<file path="src/rtl/binding_result_serializer_pkg.sv">
// ============================================================================
// binding_result_serializer_pkg : shared types and constants for the result
// serializer and its checksum accumulator.            Rev 1.0
// ============================================================================
`default_nettype none

package binding_result_serializer_pkg;

    localparam int          NUM_WORDS = 9;
    localparam int          WIDTH     = 8;
    localparam int          IDX_W     = 4;
    localparam logic [7:0]  HEADER    = 8'hA5;

    typedef enum logic [1:0] {
        ST_IDLE = 2'd0,
        ST_HDR  = 2'd1,
        ST_DATA = 2'd2,
        ST_SUM  = 2'd3
    } state_t;

endpackage : binding_result_serializer_pkg

`default_nettype wire

</file>
<file path="src/rtl/binding_result_serializer_checksum_acc.sv">
// ============================================================================
// binding_checksum_acc : modular byte accumulator with seed load, add enable
// and two's-complement checksum output.                 Rev 1.0
// ============================================================================
`default_nettype none

module binding_checksum_acc
    import binding_result_serializer_pkg::*;
#(
    parameter int ACC_WIDTH = WIDTH
)(
    input  logic                 clk,
    input  logic                 reset,
    input  logic                 seed_load,
    input  logic [ACC_WIDTH-1:0] seed,
    input  logic                 add_en,
    input  logic [ACC_WIDTH-1:0] add_data,
    output logic [ACC_WIDTH-1:0] chk
);

    logic [ACC_WIDTH-1:0] r_acc;

    always_ff @(posedge clk or negedge reset) begin
        if (!reset) begin
            r_acc <= '0;
        end else if (seed_load) begin
            r_acc <= seed;
        end else if (add_en) begin
            r_acc <= r_acc + add_data;
        end
    end

    // Byte that brings the running sum of the whole frame back to zero.
    assign chk = -r_acc;

endmodule : binding_checksum_acc

`default_nettype wire

</file>
<file path="src/rtl/binding_result_serializer.sv">
// ============================================================================
// binding_result_serializer : captures nine result lanes and streams them as
// header, nine data bytes and checksum over a valid/ready byte interface.
//                                                        Rev 1.0
// ============================================================================
`default_nettype none

module binding_result_serializer
    import binding_result_serializer_pkg::*;
(
    input  logic             clk,
    input  logic             reset,
    input  logic             io_in_valid,
    output logic             io_in_ready,
    input  logic [WIDTH-1:0] io_in_1,
    input  logic [WIDTH-1:0] io_in_2,
    input  logic [WIDTH-1:0] io_in_3,
    input  logic [WIDTH-1:0] io_in_4,
    input  logic [WIDTH-1:0] io_in_5,
    input  logic [WIDTH-1:0] io_in_6,
    input  logic [WIDTH-1:0] io_in_7,
    input  logic [WIDTH-1:0] io_in_8,
    input  logic [WIDTH-1:0] io_in_9,
    output logic             io_out_valid,
    input  logic             io_out_ready,
    output logic [WIDTH-1:0] io_out_data,
    output logic             io_out_last,
    output logic [7:0]       io_frame_cnt
);

    state_t             r_state;
    state_t             w_state_next;
    logic [WIDTH-1:0]   r_snap [NUM_WORDS];
    logic [IDX_W-1:0]   r_idx;
    logic [7:0]         r_frame_cnt;

    logic [WIDTH-1:0]   w_lanes [NUM_WORDS];
    logic [WIDTH-1:0]   w_cur_word;
    logic [WIDTH-1:0]   w_chk;
    logic               w_in_fire;
    logic               w_acc_add;
    logic               w_last_word;

    assign w_lanes[0] = io_in_1;
    assign w_lanes[1] = io_in_2;
    assign w_lanes[2] = io_in_3;
    assign w_lanes[3] = io_in_4;
    assign w_lanes[4] = io_in_5;
    assign w_lanes[5] = io_in_6;
    assign w_lanes[6] = io_in_7;
    assign w_lanes[7] = io_in_8;
    assign w_lanes[8] = io_in_9;

    assign w_cur_word  = r_snap[r_idx];
    assign w_last_word = (r_idx == IDX_W'(NUM_WORDS - 1));

    // Outputs decode from registered state only; io_out_ready and io_in_valid
    // steer just the next-state and register enables.
    always_comb begin
        w_state_next = r_state;
        io_in_ready  = 1'b0;
        io_out_valid = 1'b0;
        io_out_data  = '0;
        io_out_last  = 1'b0;
        w_in_fire    = 1'b0;
        w_acc_add    = 1'b0;
        case (r_state)
            ST_IDLE: begin
                io_in_ready = 1'b1;
                w_in_fire   = io_in_valid;
                if (io_in_valid) begin
                    w_state_next = ST_HDR;
                end
            end
            ST_HDR: begin
                io_out_valid = 1'b1;
                io_out_data  = HEADER;
                if (io_out_ready) begin
                    w_state_next = ST_DATA;
                end
            end
            ST_DATA: begin
                io_out_valid = 1'b1;
                io_out_data  = w_cur_word;
                w_acc_add    = io_out_ready;
                if (io_out_ready && w_last_word) begin
                    w_state_next = ST_SUM;
                end
            end
            ST_SUM: begin
                io_out_valid = 1'b1;
                io_out_data  = w_chk;
                io_out_last  = 1'b1;
                if (io_out_ready) begin
                    w_state_next = ST_IDLE;
                end
            end
            default: begin
                w_state_next = ST_IDLE;
            end
        endcase
    end

    always_ff @(posedge clk or negedge reset) begin
        if (!reset) begin
            r_state <= ST_IDLE;
        end else begin
            r_state <= w_state_next;
        end
    end

    always_ff @(posedge clk or negedge reset) begin
        if (!reset) begin
            for (int i = 0; i < NUM_WORDS; i++) begin
                r_snap[i] <= '0;
            end
        end else if (w_in_fire) begin
            for (int i = 0; i < NUM_WORDS; i++) begin
                r_snap[i] <= w_lanes[i];
            end
        end
    end

    always_ff @(posedge clk or negedge reset) begin
        if (!reset) begin
            r_idx <= '0;
        end else if (w_in_fire) begin
            r_idx <= '0;
        end else if (r_state == ST_HDR && io_out_ready) begin
            r_idx <= '0;
        end else if (r_state == ST_DATA && io_out_ready && !w_last_word) begin
            r_idx <= r_idx + 1'b1;
        end
    end

    always_ff @(posedge clk or negedge reset) begin
        if (!reset) begin
            r_frame_cnt <= '0;
        end else if (r_state == ST_SUM && io_out_ready) begin
            r_frame_cnt <= r_frame_cnt + 8'd1;
        end
    end

    assign io_frame_cnt = r_frame_cnt;

    binding_checksum_acc #(
        .ACC_WIDTH (WIDTH)
    ) u_checksum_acc (
        .clk       (clk),
        .reset     (reset),
        .seed_load (w_in_fire),
        .seed      (HEADER),
        .add_en    (w_acc_add),
        .add_data  (w_cur_word),
        .chk       (w_chk)
    );

endmodule : binding_result_serializer

`default_nettype wire
</file>
<file path="config.mk">
export PLATFORM = sky130hd
export DESIGN_NAME = binding_result_serializer
export DESIGN_NICKNAME = d
export VERILOG_FILES = /design/src/rtl/binding_result_serializer_pkg.sv /design/src/rtl/binding_result_serializer_checksum_acc.sv /design/src/rtl/binding_result_serializer.sv
export SDC_FILE = /design/constraint.sdc
export NUM_CORES = 1
export LEC_CHECK = 0
export ABC_AREA = 1
export CORE_UTILIZATION = 53
export DETAILED_ROUTE_END_ITERATION = 8
export PLACE_DENSITY = 0.88
export SETUP_SLACK_MARGIN = 0.4
export SLEW_MARGIN = 10
export SYNTH_ARGS = -nofsm -noshare
export SYNTH_HDL_FRONTEND = slang
export SYNTH_SLANG_ARGS = --single-unit
</file>
<file path="constraint.sdc">
create_clock -name clk -period 2.74 [get_ports clk]
set_input_delay 0.548 -clock clk [delete_from_list [all_inputs] [get_ports clk]]
set_output_delay 0.548 -clock clk [all_outputs]
set_load 0.01 [all_outputs]
</file>
==> results of run 1 <==
## cell type report
type	count	area share, %
multi-input combinational	483	38.2
inverter	39	2.45
tap	129	2.37
clock inverter	6	1.40
clock buffer	9	1.82
timing repair inverter	4	0.847
sequential	94	34.7
timing repair buffer	123	18.2
## power breakdown
| part | leakage [nW] | total [mW] | internal [mW] | switching, mW |
|---|---|---|---|---|
| logic | 2.01 | 5.29 | 2.34 | 2.96 |
| registers | 1.16 | 2.52 | 1.99 | 0.522 |
| clock network | 0.104 | 1.03 | 0.518 | 0.507 |
| total | 3.28 | 8.83 | 4.85 | 3.99 |
## cell families after synthesis
group	Yosys count	synth area share [%]
DFF	94	46.6
xor gates and xnor gates	10	1.74
buffers and inverters	68	7.42
and+or+nand+nor	373	29.8
muxes	1	0.223
AOI/OAI and AO/OA	82	9.77
adders and majority gates	17	4.37
## synthesized netlist by cell type (all sizes together)
master,n
nand3,30
clkbuf,3
o21ai,48
a211oi,1
clkinv,2
a31oi,1
inv,37
nand4,2
o211ai,8
o31ai,1
xor2,6
buf,26
dfrtp,94
ha,16
or2,1
xnor2,4
nor2,49
a21oi,15
nor3,4
fa,1
a22oi,1
nand2,285
o221ai,7
nand3b,2
mux2,1
## timing repair
action                     4_1_cts  5_1_grt
setup endpoints to repair       16       66
gates resized for setup         70       56
gates cloned                     5        1
buffers inserted                10        8
pin swaps                       22       30
## per-stage QoR
step                instances  total power, mW  cell area, um2
detailed placement        848             6.23            6040
floorplan                 645             5.10            5050
global route              887             9.44            6800
CTS                       878             7.84            6530
global placement          848             6.06            6040
finish                    887             8.83            6800
## worst reg2reg max path: cells and delay by family, from the launching register on
kind	cells	cell delay, ns
XOR/XNOR	1	0.17
buffers and inverters	2	0.29
AND/OR/NAND/NOR	6	0.53
adder cells (fa/ha/maj)	2	0.55
flip-flops	1	0.43
AO/OA/AOI/OAI	4	0.54
## registers in the layout (all words and copies together), names as in the netlist
register and count:
u_checksum_acc.r_acc 8, io_frame_cnt 8, r_idx 4, r_state 2, r_snap 72
## how the worst min path moves through the flow
stage          cells after the start                             endpoint  slack, ns
5_1_grt                            2  u_checksum_acc.r_acc[6]$_DFFE_PN0P_       0.25
2_1_floorplan                      0          io_frame_cnt[0]$_DFFE_PN0P_       0.25
3_5_place_dp                       2               r_snap[16]$_DFFE_PN0P_       0.46
3_3_place_gp                       2               r_snap[16]$_DFFE_PN0P_       0.46
4_1_cts                            2  u_checksum_acc.r_acc[6]$_DFFE_PN0P_       0.23
6_report                           2  u_checksum_acc.r_acc[6]$_DFFE_PN0P_       0.22
## per-layer routing
metal  part of all wire, %  up-vias
li1                      -     2271
met2                    50      253
met5                     0        -
met4                   4.3        0
met3                   7.3       64
met1                    39     2292
==> summary.txt, run 1 <==
Global routing
  – Initial antenna violation count: 0
  – Met2 routing resource usage after global routing: 48.9%
  – Maximum number of pins on one net before global-route repair: 95
  – GRT met3 Usage: 5.27%
  – First-pass GRT wire length: 22000 um
  – Layer carrying the most global-route usage: met2
  – Leftover overflow at the end of global routing: 0
  – Combined global-route utilization of all metal layers: 28.3%
  – Via count of the first global-routing pass: 4764
  – GR Util met1: 35.0%

Critical path
  – R2r setup slk: 0.11 ns
  – Endpoint arrival time on the critical path: 2.09 ns
  – Setup crit end kind: output pin
  – Most frequent cell on the critical path: sky130_fd_sc_hd__nand2_1
  – Startpoint of the worst-slack reg-to-reg timing path: r_idx[0]$_DFFE_PN0P_
  – Crit path cell chain: buf_6, buf_16, inv_12, nor2_2, o211ai_1, nand3_1, nand2_2, nand2_1, nand2_1, nand2_1, nand2_1, buf_2
  – Top fanout value on the critical path: 6
  – Type of origin of the critical path: flop
  – Critical path startpoint: r_idx[0]$_DFFE_PN0P_
  – Capture point of the critical path: io_out_data[5]
  – Delay of the slowest cell on the worst path: 0.43 ns
  – Crit path kind: flop to output pin
  – Logic depth of the worst setup path including buffers: 12
  – Critical path's top delay family: simple AND/OR/NAND/NOR gates
  – Endpoint of the lowest-slack register-to-register path: u_checksum_acc.r_acc[6]$_DFFE_PN0P_
  – Buf+Inv Stages, Crit Path: 4
  – CP required: 2.19 ns
  – Depth of the most critical reg-to-reg path: 15
  – Slowest stage cell, crit path: sky130_fd_sc_hd__dfrtp_2

Logic synthesis
  – Netlist cell types: 41
  – Ranking of synthesized cells by area: sky130_fd_sc_hd__dfrtp_1 (47%), sky130_fd_sc_hd__nand2_1 (21%), sky130_fd_sc_hd__ha_1 (4.0%)
  – Cell type with the highest aggregate area in the netlist: sky130_fd_sc_hd__dfrtp_1
  – Cell area after synthesis: 5040 um2
  – Syn nets: 738
  – Cell count after synthesis: 645
  – Syn_area_per_cell: 7.82 um2
  – FF+latch count, synth: 94
  – Area share of the largest cell type after synthesis: 46.6%
  – Sequential cell area fraction in the yosys report: 46.6%
  – Syn. warnings: 0

Timing
  – FMAX: 0.379 GHz
  – Worst Max-Slew Pin Slew: 0.515 ns
  – Setup TNS Final: 0 ns
  – RSZ-0062 raised after global routing: true
  – Worst Clk Skew: 0.0155 ns
  – Minimum clock period after layout: 2.64 ns
  – Final setup violation count: 0
  – Slew margin rel.: 65.7%
  – Final critical-path setup slack: 0.0988 ns
  – Hold_ws: 0.224 ns
  – Max Slew Vio Count: 0
  – Final period utilization: 96.4%
  – Final hold violations: 0

Finish
  – Layout net count: 847
  – Filler Cell Count: 640
  – Fraction of final layout cells with drive strength greater than 1: 18.6%
  – Combined area of the multi-input logic cells: 2600 um2
  – Ant. Diodes: 0
  – Most common cell after layout, fill and taps aside: sky130_fd_sc_hd__nand2_1
  – Post-synthesis to final-layout area growth: 34.8%
  – Share of the core filled with cells in the final layout: 73.6%
  – Commonest non-fill, non-tap cells in the layout: sky130_fd_sc_hd__nand2_1 (267), sky130_fd_sc_hd__dfrtp_1 (91), sky130_fd_sc_hd__clkdlybuf4s50_1 (85)
  – Sequential Area: 2360 um2

Min path
  – Min-Delay Path Class: input pin to asynchronous set/reset pin

Clock tree
  – Maximum count of clock buffers along a single path: 2
  – Clock Root Buffer: sky130_fd_sc_hd__clkbuf_8
  – Clock sink count: 94
  – CTS clk-pin slew, worst paths: 0.11 ns
  – TritonCTS clock tree: built
  – CTS HTree Levels: 3
  – Clk_lat worst skew: 0.37 ns
  – TritonCTS buffer count: 9
  – Number of hold buffers added after cts: 0

Run status
  – Run status: finished clean

Power and ir drop
  – Peak VDD IR: 0.000592 V
  – Areal power density over the cells: 1300 nW/um2
  – Leakage power total: 3.28 nW

Routing
  – Ratio of routed vias to standard cells: 5.50
  – DRC Markers: 0
  – Routed length per instance: 15.9 um
  – Total wirelength of the detailed-routed design: 14100 um
  – Detail Route Antenna Nets: 0
  – Detailed Route Iter0 Violations: 372
  – Total vias in the final route: 4880
  – Number of iterations in the first detailed-routing pass: 5

Floorplan
  – Die outline area: 9910 um2
  – IO Count: 95
  – Die outline height: 99.6 um
  – Horizontal die dimension: 99.6 um
  – Effective utilization at floorplan: 54.6%
  – FP Rows: 35
  – Total core area: 9240 um2

Placement
  – Dpl ws: 0.0983 ns
  – IO Port Bufs: 94
  – GPL Wtd Cong: 0.846
  – DPL Wire Length: 8870 um

Flow run
  – Max-cap check violation count: 0
Note: power is estimated with default switching activity, not from simulation.
==> run 2: changes to the inputs <==
- CELL_PAD_IN_SITES_DETAIL_PLACEMENT: default -> 1
- CELL_PAD_IN_SITES_GLOBAL_PLACEMENT: default -> 2
- CORE_UTILIZATION: 53 -> 30
- PLACE_DENSITY: 0.88 -> 0.87
==> run 2 against run 1 <==
Against the previous run:
- register-to-register slack hardly changed
- combinational power is 5.5% lower
- setup slack better by 0.0091 ns
- final area is 0.61% higher
- power is 1.9% lower
- via count is 4.9% lower
- maximum frequency is 0.34% higher
- clock power is 13% higher
- first-iteration DRC count is 43% lower
- non-clock buffer count stayed put
- sequential power hardly changed
- core utilization is 32 points lower
- largest power group unchanged
==> summary.txt, run 2 (synthesis results as in run 1) <==
Run status
  – Run status: finished clean

Timing
  – Worst Clk Skew: 0.00638 ns (-0.00916 ns)
  – Final hold violations: 0 (unchanged)
  – Slew margin rel.: 61.3% (-4.3 points)
  – Max Slew Vio Count: 0 (unchanged)
  – Minimum clock period after layout: 2.63 ns (-0.00906 ns)
  – FMAX: 0.380 GHz (+0.34%)
  – Final period utilization: 96.1% (-0.33 points)
  – Worst Max-Slew Pin Slew: 0.580 ns (+0.0649 ns)
  – Setup TNS Final: 0 ns (unchanged)
  – Final setup violation count: 0 (unchanged)
  – RSZ-0062 raised after global routing: true

Clock tree
  – Maximum count of clock buffers along a single path: 2 (unchanged)
  – Clock Root Buffer: sky130_fd_sc_hd__clkbuf_16
  – Number of hold buffers added after cts: 0 (unchanged)
  – CTS HTree Levels: 3 (unchanged)
  – Clk_lat worst skew: 0.35 ns (-0.02 ns)
  – TritonCTS clock tree: built
  – TritonCTS buffer count: 9 (unchanged)
  – Clock sink count: 94 (unchanged)
  – CTS clk-pin slew, worst paths: 0.07 ns (-0.04 ns)

Power and ir drop
  – Psw: 3.81 mW (-4.3%)
  – Share of power burned in registers: 28.9% (+0.4 points)
  – Areal power density over the cells: 1270 nW/um2 (-2.5%)
  – Part of the total power dissipated in the clock network: 13.4% (+1.8 points)
  – Leakage power total: 3.28 nW (about the same)
  – Peak VDD IR: 0.000452 V (-24%)
  – P_int: 4.85 mW (about the same)
  – Share of total power consumed by net switching: 44.0% (-1.1 points)
  – Combinational power share: 57.7% (-2.2 points)

Floorplan
  – Effective utilization at floorplan: 30.5% (-24 points)
  – IO Count: 95 (unchanged)
  – FP Rows: 47 (+34%)
  – Die outline area: 17300 um2 (+75%)
  – Total core area: 16500 um2 (+79%)
  – Horizontal die dimension: 132 um (+32%)
  – Die outline height: 132 um (+32%)

Finish
  – Commonest non-fill, non-tap cells in the layout: sky130_fd_sc_hd__nand2_1 (268), sky130_fd_sc_hd__dfrtp_1 (92), sky130_fd_sc_hd__clkdlybuf4s50_1 (85)
  – Fraction of final layout cells with drive strength greater than 1: 16.8% (-1.8 points)
  – Post-synthesis to final-layout area growth: 35.6%
  – Ant. Diodes: 0 (unchanged)
  – Share of the core filled with cells in the final layout: 41.4% (-32 points)
  – Largest register by flop count: r_snap
  – Layout net count: 843 (-0.47%)
  – Largest register FFs: 72 (unchanged)
  – Most common cell after layout, fill and taps aside: sky130_fd_sc_hd__nand2_1

Critical path
  – Crit path cell chain: buf_12, buf_8, o21ai_0, o221ai_1, nand3_1, nand2_2, buf_4, ha_4, nand3_2, nand3_2, nand2_2, buf_4, buf_4, buf_4, nand2_1, o21ai_1
  – Delay of the slowest cell on the worst path: 0.47 ns (+0.04 ns)
  – CP required: 2.97 ns (+0.78 ns)
  – Setup crit end kind: flop
  – Endpoint arrival time on the critical path: 2.87 ns (+0.78 ns)
  – Slowest stage cell, crit path: sky130_fd_sc_hd__dfrtp_2
  – Top fanout value on the critical path: 8 (+2)
  – Type of origin of the critical path: flop
  – Most frequent cell on the critical path: sky130_fd_sc_hd__buf_4
  – R2r setup slk: 0.11 ns (about the same)
  – Buf+Inv Stages, Crit Path: 6 (+2)
  – Crit path kind: flop to flop
  – Critical path's top delay family: buffers and inverters

Routing
  – Total vias in the final route: 4641 (-4.9%)
  – DRC Markers: 0 (unchanged)
  – Detailed Route Iter0 Violations: 213 (-43%)
  – Detail Route Antenna Nets: 0 (unchanged)
  – Ratio of routed vias to standard cells: 4.77 (-13%)
  – Routed length per instance: 15.8 um (-0.42%)
  – Total wirelength of the detailed-routed design: 15400 um (+9.1%)
  – Number of iterations in the first detailed-routing pass: 4 (-1)

Min path
  – Min-Delay Path Class: input pin to asynchronous set/reset pin

Global routing
  – Leftover overflow at the end of global routing: 0 (unchanged)
  – Via count of the first global-routing pass: 5235 (+9.9%)
  – Maximum number of pins on one net before global-route repair: 57 (-40%)
  – Initial antenna violation count: 0 (unchanged)
  – Combined global-route utilization of all metal layers: 18.5% (-9.8 points)
  – First-pass GRT wire length: 25600 um (+16%)

Flow run
  – Max-cap check violation count: 0 (unchanged)

Placement
  – GPL Wtd Cong: 0.891 (+5.4%)
  – DPL Wire Length: 11100 um (+25%)
  – IO Port Bufs: 94 (unchanged)
==> run 2: cell types whose count changed in the layout (fill, tap and decap cells not counted), moves of 5 or more <==
cell,change
sky130_fd_sc_hd__clkbuf_16,+9
sky130_fd_sc_hd__o21ai_1,-8
sky130_fd_sc_hd__clkbuf_8,-7
sky130_fd_sc_hd__buf_4,+5
sky130_fd_sc_hd__buf_6,-5
sky130_fd_sc_hd__o21ai_0,+5
==> run 2: per-layer routing <==
| layer | share of wire (%) | routed length (um) | global-route usage, % |
|---|---|---|---|
| met3 | 3.5 | 534 | 3.05 |
| met4 | 2.1 | 315 | 7.69 |
| met1 | 43 | 6670 | 21.8 |
| met2 | 51 | 7840 | 33.2 |
| met5 | 0 | 0 | 0 |
==> run 2: layout make-up <==
cell class                 count  area (um2)
clock buffer                  11         253
timing repair buffer         123        1230
inverter                      39         175
tap                          220         275
sequential                    94        2350
multi-input combinational    483        2540
clock inverter                 2        10.0
fill                        1957        9690
==> run 2: timing repair <==
item                                    CTS  global route
gates resized for setup                  60            30
pin swaps                                25            24
endpoints found under the setup margin   14            17
buffers inserted                          7             6
cloned                                    2             0
==> run 2: worst paths after layout <==
check | startpoint | depth (start not counted) | to
max in group asynchronous | reset | 2 | r_idx[0]$_DFFE_PN0P_
min reg2reg | io_frame_cnt[7]$_DFFE_PN0P_ | 1 | io_frame_cnt[7]$_DFFE_PN0P_
min | reset | 1 | r_snap[53]$_DFFE_PN0P_
min in group clk | io_frame_cnt[7]$_DFFE_PN0P_ | 1 | io_frame_cnt[7]$_DFFE_PN0P_
max reg2reg | r_idx[0]$_DFFE_PN0P_ | 16 | u_checksum_acc.r_acc[4]$_DFFE_PN0P_
max | r_idx[0]$_DFFE_PN0P_ | 16 | u_checksum_acc.r_acc[4]$_DFFE_PN0P_
==> run 2: metrics by stage <==
step / hold WS, ns / total power, mW / cell area [um2] / worst slack (ns) / instances
floorplan: 0.252 / 5.10 / 5050 / 0.409 / 645
global placement: 0.463 / 6.24 / 6190 / 0.143 / 944
detailed placement: 0.469 / 6.49 / 6190 / 0.0888 / 944
CTS: 0.216 / 8.27 / 6660 / 0.112 / 966
global route: 0.244 / 9.38 / 6840 / -0.0182 / 972
finish: 0.204 / 8.66 / 6840 / 0.108 / 972
==> run 2: power by group through the flow <==
stage	Combinational (mW)	Clock (mW)	Sequential [mW]
2_1_floorplan	2.79	0	2.31
5_1_grt	5.57	1.23	2.57
4_1_cts	4.59	1.19	2.48
6_report	5.00	1.16	2.50
3_5_place_dp	4.02	0	2.47
3_3_place_gp	3.78	0	2.46
==> run 2: worst reg2reg max path: cells and delay by family (launching register included) <==
family / cells / cell delay (ns)
AOI/OAI and AO/OA: 3 / 0.38
adders and majority gates: 1 / 0.29
buffers and inverters: 6 / 0.85
DFF: 1 / 0.47
and+or+nand+nor: 6 / 0.54
==> run 3: changes to the inputs <==
- HOLD_SLACK_MARGIN: default -> 0.15
- SKIP_LAST_GASP: default -> 1
- TNS_END_PERCENT: default -> 100
==> results of run 3 <==
Final layout, timing and power as in run 2 (identical DEF).
==> RTL change 1: new RTL, config.mk and constraints of run 1 <==
Set the package constant `IDX_W` to 5 (it was 4).
--- a/src/rtl/binding_result_serializer_pkg.sv
+++ b/src/rtl/binding_result_serializer_pkg.sv
@@ -8,7 +8,7 @@
 
     localparam int          NUM_WORDS = 9;
     localparam int          WIDTH     = 8;
-    localparam int          IDX_W     = 4;
+    localparam int          IDX_W     = 5;
     localparam logic [7:0]  HEADER    = 8'hA5;
 
     typedef enum logic [1:0] {
Check against the original RTL: no difference found for any inputs over 10 cycles, from zero or initial values and one cycle with reset low; that may be too few to reach the edited logic, so the function may still have changed.
==> RTL change 1 against run 1 <==
Cell area fell by 2.2%; sequential cell count rose by 1; critical endpoint is now u_checksum_acc.r_acc[7]; register-to-register slack got worse by 0.02 ns; routed wire length fell by 7.1%; synthesized cell count grew 1.4%; critical path type is now register to register; sequential share of layout area grew 1.2 points; worst setup slack worse by 0.0048 ns; power down 12%; area after synthesis increased by 0.30%; highest routed layer unchanged; largest power group unchanged.
==> RTL change 1: results (changes against run 1) <==
* Buffer depth of the longest clock path: 2 (unchanged)
- The xor/xnor cell area share of the yosys netlist is 1.73% (-0.0052 points).
- Syn Area/Cell: 7.73 sq um (-1.1%)
- Max FFs per register: 72 (unchanged)
- CP max stage delay: 0.48 ns (+0.05 ns)
* CP Data Arrival Time: 2.94 ns (+0.85 ns)
- The tightest min-delay check is of the input port to async pin type.
- The first-pass GRT wire length is 21.5 mm (-2.3%).
- The count of buffers inserted at the top-level ports is 94 (unchanged).
- Antenna fix cells: 0 (unchanged)
- The worst setup slack before clock tree synthesis came to 0.0829 ns (-0.0154 ns).
- The slowest stage of the critical path belongs to the cell sky130_fd_sc_hd__dfrtp_2.
* Sequential area share after synthesis: 47.0% (+0.36 points)
- Proportion of layout cells with a drive suffix above 1: 15.5% (-3.1 points)
- Num CTS Buffers: 9 (unchanged)
* Antenna violations before repair: 0 (unchanged)
- Number of standard cells in the final layout excluding fillers: 896 (+1.0%)
* Clock-pin transition on the worst setup and hold timing paths: 0.11 ns (about the same)
* Via count of the first global-routing pass: 4630 (-2.8%)
* Static Leakage: 3.28 nW (-0.14%)
- First DRT Iteration DRCs: 308 (-17%)
- The detail-routed via count per cell came to 5.31 (-3.5%).
* Number of inserted filler cells in the final layout: 701 (+9.5%)
- # H-tree levels: 3 (unchanged)
- Ranked by flip-flop count, first place goes to r_snap.
- On the critical path the largest part of the delay comes from compound AO/OA/AOI/OAI gates.
* Distinct cell type count after synthesis: 35 (-15%)
- The synthesized netlist net count is 747 (+1.2%).
- Cell Count Post-Placement: 857 (+1.1%)
- The number of detailed-routing iterations run before antenna repair came to 6 (+1).
- Proportion of register bits with asynchronous set or reset after synthesis: 100% (unchanged)
* GP Congestion: 0.871 (+3.0%)
- Share of cell area taken by muxes after synthesis: 0% (-0.22 points)
- Half-perimeter wire length after placement: 8.91 mm (+0.55%)
* Commonest cells in the netlist: sky130_fd_sc_hd__nand2_1, sky130_fd_sc_hd__dfrtp_1, sky130_fd_sc_hd__nor2_1
- Synthesized-area fraction occupied by adder cells: 4.35% (-0.013 points)
- The largest vdd supply drop is 0.482 mV (-19%).
- The synthesis warning total is 0 (unchanged).
- The detail-routed net length per standard cell was 14.6 um (-8.1%).
- The overall global routing resource usage is 27.3% (-1.1 points).
- Standard cell area after detailed placement: 6080 sq um (+0.66%)
* Maximum net fanout on the critical path: 8 (+2)
- Cell types with the largest area share after synthesis: sky130_fd_sc_hd__dfrtp_1, sky130_fd_sc_hd__nand2_1, sky130_fd_sc_hd__ha_1, sky130_fd_sc_hd__nor2_1, sky130_fd_sc_hd__nand3_1
- The fraction of the mapped netlist area in compound gates was 9.67% (-0.10 points).
- Clock skew: 0.0200 ns (+0.00442 ns)
* Run status: finished clean
- The slew at the pin with the worst max-slew slack was 0.540 ns (+0.0252 ns).
- The maximum number of pins on one net before global-route repair is 80 (-16%).
* Clock network latency to the later pin of the worst-skew pair: 0.38 ns
* CTS Root Buffer Type: sky130_fd_sc_hd__clkbuf_8
RTL change 1: changes by cell type in the layout (fill, tap and decap cells not counted), moves of 3 or more:
cell                      before  now
sky130_fd_sc_hd__nor2_1       38   48
sky130_fd_sc_hd__ha_4          6    3
sky130_fd_sc_hd__nand3_1      17   22
sky130_fd_sc_hd__nand2_1     267  275
sky130_fd_sc_hd__nand3_2      11    8
sky130_fd_sc_hd__nor2_4        5    1
sky130_fd_sc_hd__o21ai_0      14   20
sky130_fd_sc_hd__o21ai_1      32   28
sky130_fd_sc_hd__inv_1        25   30
sky130_fd_sc_hd__ha_2          1    6
sky130_fd_sc_hd__nor3_1        3    6
RTL change 1: final timing paths:
kind                                            to             from  slack, ns  cells after the start
min in group clk                   io_frame_cnt[6]  io_frame_cnt[6]       0.49                      1
max                        u_checksum_acc.r_acc[7]         r_idx[0]       0.09                     15
max reg2reg                u_checksum_acc.r_acc[7]         r_idx[0]       0.09                     15
min                        u_checksum_acc.r_acc[6]            reset       0.13                      1
max in group asynchronous               r_snap[45]            reset       1.91                      2
min reg2reg                        io_frame_cnt[6]  io_frame_cnt[6]       0.49                      1
RTL change 1: timing repair:
| item | CTS | global route |
|---|---|---|
| pin swaps | 17 | 20 |
| cloned | 2 | 2 |
| gates resized for setup | 51 | 33 |
| setup endpoints to repair | 14 | 18 |
| setup buffers | 12 | 7 |
RTL change 1: cell type report:
| class | count | area, sq um | area share, % |
|---|---|---|---|
| timing repair inverter | 1 | 11.3 | 0.169 |
| clock buffer | 9 | 124 | 1.86 |
| tap | 129 | 161 | 2.43 |
| multi-input combinational | 491 | 2490 | 37.4 |
| timing repair buffer | 124 | 1250 | 18.9 |
| sequential | 95 | 2380 | 35.8 |
| clock inverter | 7 | 61.3 | 0.922 |
| inverter | 40 | 168 | 2.52 |
RTL change 1: cell families (layout without fill, tap and decap cells):
group	after synthesis	in the layout
XOR/XNOR	10	10
AND/OR/NAND/NOR	382	382
adder cells (fa/ha/maj)	17	17
flip-flops	95	95
AO/OA/AOI/OAI	82	82
buffers and inverters	68	181
RTL change 1: power breakdown:
group | internal (W) | leakage, nW | switching, W | total (W)
Clock | 0.000348 | 0.0888 | 0.000552 | 0.000900
Combinational | 0.00197 | 2.00 | 0.00240 | 0.00437
Sequential | 0.00200 | 1.19 | 0.000497 | 0.00250
RTL change 1: per-layer routing:
layer / up-vias / global-route usage [%] / share of wire (%)
met3: 31 / 4.57 / 5.5
met4: 0 / 9.28 / 2.6
met5: - / 0 / 0
met2: 181 / 46.0 / 49
met1: 2256 / 35.7 / 43
li1: 2291 / - / -
==> RTL change 2: new RTL, config.mk and constraints of run 1 <==
Made on the original files. Reset style: synchronous (`reset`), changed in 5 clocked blocks.
--- a/src/rtl/binding_result_serializer_checksum_acc.sv
+++ b/src/rtl/binding_result_serializer_checksum_acc.sv
@@ -20,7 +20,7 @@
 
     logic [ACC_WIDTH-1:0] r_acc;
 
-    always_ff @(posedge clk or negedge reset) begin
+    always_ff @(posedge clk) begin
         if (!reset) begin
             r_acc <= '0;
         end else if (seed_load) begin
--- a/src/rtl/binding_result_serializer.sv
+++ b/src/rtl/binding_result_serializer.sv
@@ -101,7 +101,7 @@
         endcase
     end
 
-    always_ff @(posedge clk or negedge reset) begin
+    always_ff @(posedge clk) begin
         if (!reset) begin
             r_state <= ST_IDLE;
         end else begin
@@ -109,7 +109,7 @@
         end
     end
 
-    always_ff @(posedge clk or negedge reset) begin
+    always_ff @(posedge clk) begin
         if (!reset) begin
             for (int i = 0; i < NUM_WORDS; i++) begin
                 r_snap[i] <= '0;
@@ -121,7 +121,7 @@
         end
     end
 
-    always_ff @(posedge clk or negedge reset) begin
+    always_ff @(posedge clk) begin
         if (!reset) begin
             r_idx <= '0;
         end else if (w_in_fire) begin
@@ -133,7 +133,7 @@
         end
     end
 
-    always_ff @(posedge clk or negedge reset) begin
+    always_ff @(posedge clk) begin
         if (!reset) begin
             r_frame_cnt <= '0;
         end else if (r_state == ST_SUM && io_out_ready) begin
Function: differs if reset is asserted again (counterexample within 4 cycles, from zero or initial values and one cycle with reset low); with reset held inactive, the same outputs for 10 cycles.
==> RTL change 2 against run 1 <==
Count of clock-buffer cells in the layout stayed put; critical path depth is 4 lower; fmax is 0.24% lower; first-iteration DRC count is 16% higher; sequential cell count is 4 higher; routed wire length is 3.8% lower; hold slack better by 0.27 ns; worst setup slack worse by 0.0063 ns; area after synthesis is 1.5% higher; cell area is 1.7% higher.
Power is not compared: it rests on default switching activity, and its combinational part moved more than twofold at a synthesized area within 25%.
==> RTL change 2: results (changes against run 1) <==
* Slowest cell on the critical path: sky130_fd_sc_hd__dfxtp_4
- Worst Setup Slack post-DPL: 0.117 ns (+0.0185 ns)
- Detail-routed via count per cell: 5.28 (-4.0%)
- Number of inserted filler cells in the final layout: 644 (+0.63%)
* Port Buffer Count: 94 (unchanged)
* Static Leakage: 3.07 nW
- Sorting the synthesized cells by area gives the leading types as sky130_fd_sc_hd__edfxtp_1, sky130_fd_sc_hd__dfxtp_1, sky130_fd_sc_hd__inv_1, sky130_fd_sc_hd__nor2_1, sky130_fd_sc_hd__nand2_1.
* Routed len/inst: 15.9 um (+0.16%)
- The number of nets in the final layout is 811 (-4.3%).
* Largest net degree at the start of global routing: 56 (-41%)
- Proportion of layout cells with a drive suffix above 1: 19.5% (+0.90 points)
* CP max stage delay: 0.47 ns (+0.04 ns)
- Post-synthesis net count: 691 (-6.4%)
* Total Wirelength: 13.5 mm (-3.8%)
- The proportion of register bits with asynchronous set or reset after synthesis is 0% (-100 points).
* First drt pass iteration count: 6 (+1)
- The relative max-transition margin is 58.0% (-7.6 points).
- Overall routing resource usage: 26.5% (-1.8 points)
- Clock skew: 0.0172 ns (+0.00167 ns)
- The number of distinct standard cells referenced by the synthesized netlist came to 38 (-7.3%).
* Cells after Synth: 598 (-7.3%)
- Counting instances in the post-synthesis netlist gives the leading cell types as sky130_fd_sc_hd__inv_1, sky130_fd_sc_hd__nor2_1, sky130_fd_sc_hd__edfxtp_1.
* CTS Root Buffer Type: sky130_fd_sc_hd__clkbuf_8
- Standard cell area after detailed placement: 6220 sq um (+3.0%)
- Sequential area share after synthesis: 52.4% (+5.8 points)
* GP Congestion: 0.865 (+2.3%)
- Among all flip-flop cells after synthesis, the most frequent one is sky130_fd_sc_hd__edfxtp_1.
- The clock-pin slew on the worst setup and hold paths came to 0.11 ns (about the same).
- The total CTS buffers is 9 (unchanged).
- Wire length of the first global-routing pass: 20.4 mm (-7.0%)
* Maximum net fanout on the critical path: 6 (unchanged)
* Post-synth EDFFs: 72 (+72)
- Half-perimeter wire length after placement: 8.90 mm (+0.35%)
- The number of DRC markers after the initial detailed-route iteration is 430 (+16%).
- Via count of the first global-routing pass: 4436 (-6.9%)
* Run status: finished clean
* Total power per unit cell area: 738 nW/um^2
- In this run the worst hold path is classified as register to register.
RTL change 2: final cells by class:
class	count	area share [%]
Sequential cell	98	39.0
Multi-Input combinational cell	349	29.6
Timing Repair Buffer	129	18.5
Inverter	129	7.35
Tap cell	129	2.33
Clock buffer	9	1.79
Clock inverter	7	1.19
Timing Repair inverter	2	0.289
RTL change 2: timing repair:
action,CTS,global route
pin swaps,16,37
setup buffers,10,9
cloned,3,3
endpoints found under the setup margin,13,14
gates resized for setup,73,48
RTL change 2: per-layer routing:
layer / GRT usage (%) / wire length (um) / up-vias
met2: 47.6 / 6870 / 212
met5: 0 / 0 / -
met1: 31.6 / 5410 / 2083
met4: 11.3 / 482 / 0
li1: - / - / 2158
met3: 4.25 / 792 / 45
RTL change 2: critical path, delay by kind of cell (launching register included):
| kind | cells | cell delay [ns] |
|---|---|---|
| AO/OA/AOI/OAI | 4 | 0.65 |
| flip-flops | 1 | 0.47 |
| buffers and inverters | 2 | 0.33 |
| AND/OR/NAND/NOR | 2 | 0.28 |
RTL change 2: cells by family after synthesis:
family	count (synthesis)	share of synthesized area (%)
AO/OA/AOI/OAI	102	11.7
adder cells (fa/ha/maj)	17	4.30
flip-flops	98	52.4
buffers and inverters	151	12.7
XOR/XNOR	3	0.513
AND/OR/NAND/NOR	227	18.4
RTL change 2: power breakdown:
part | internal (W) | switching [W] | total, W
logic | 0.000841 | 0.00110 | 0.00194
clock network | 0.000438 | 0.000547 | 0.000986
registers | 0.00198 | 0.000203 | 0.00218
RTL change 2: worst paths after layout:
path	slack, ns	start	to	cells after the start
max	0.09	register	io_out_data[1]	8
min	0.50	io_frame_cnt[7]	io_frame_cnt[7]	1
max reg2reg	0.11	register	u_checksum_acc.r_acc[6]	15
min reg2reg	0.50	io_frame_cnt[7]	io_frame_cnt[7]	1
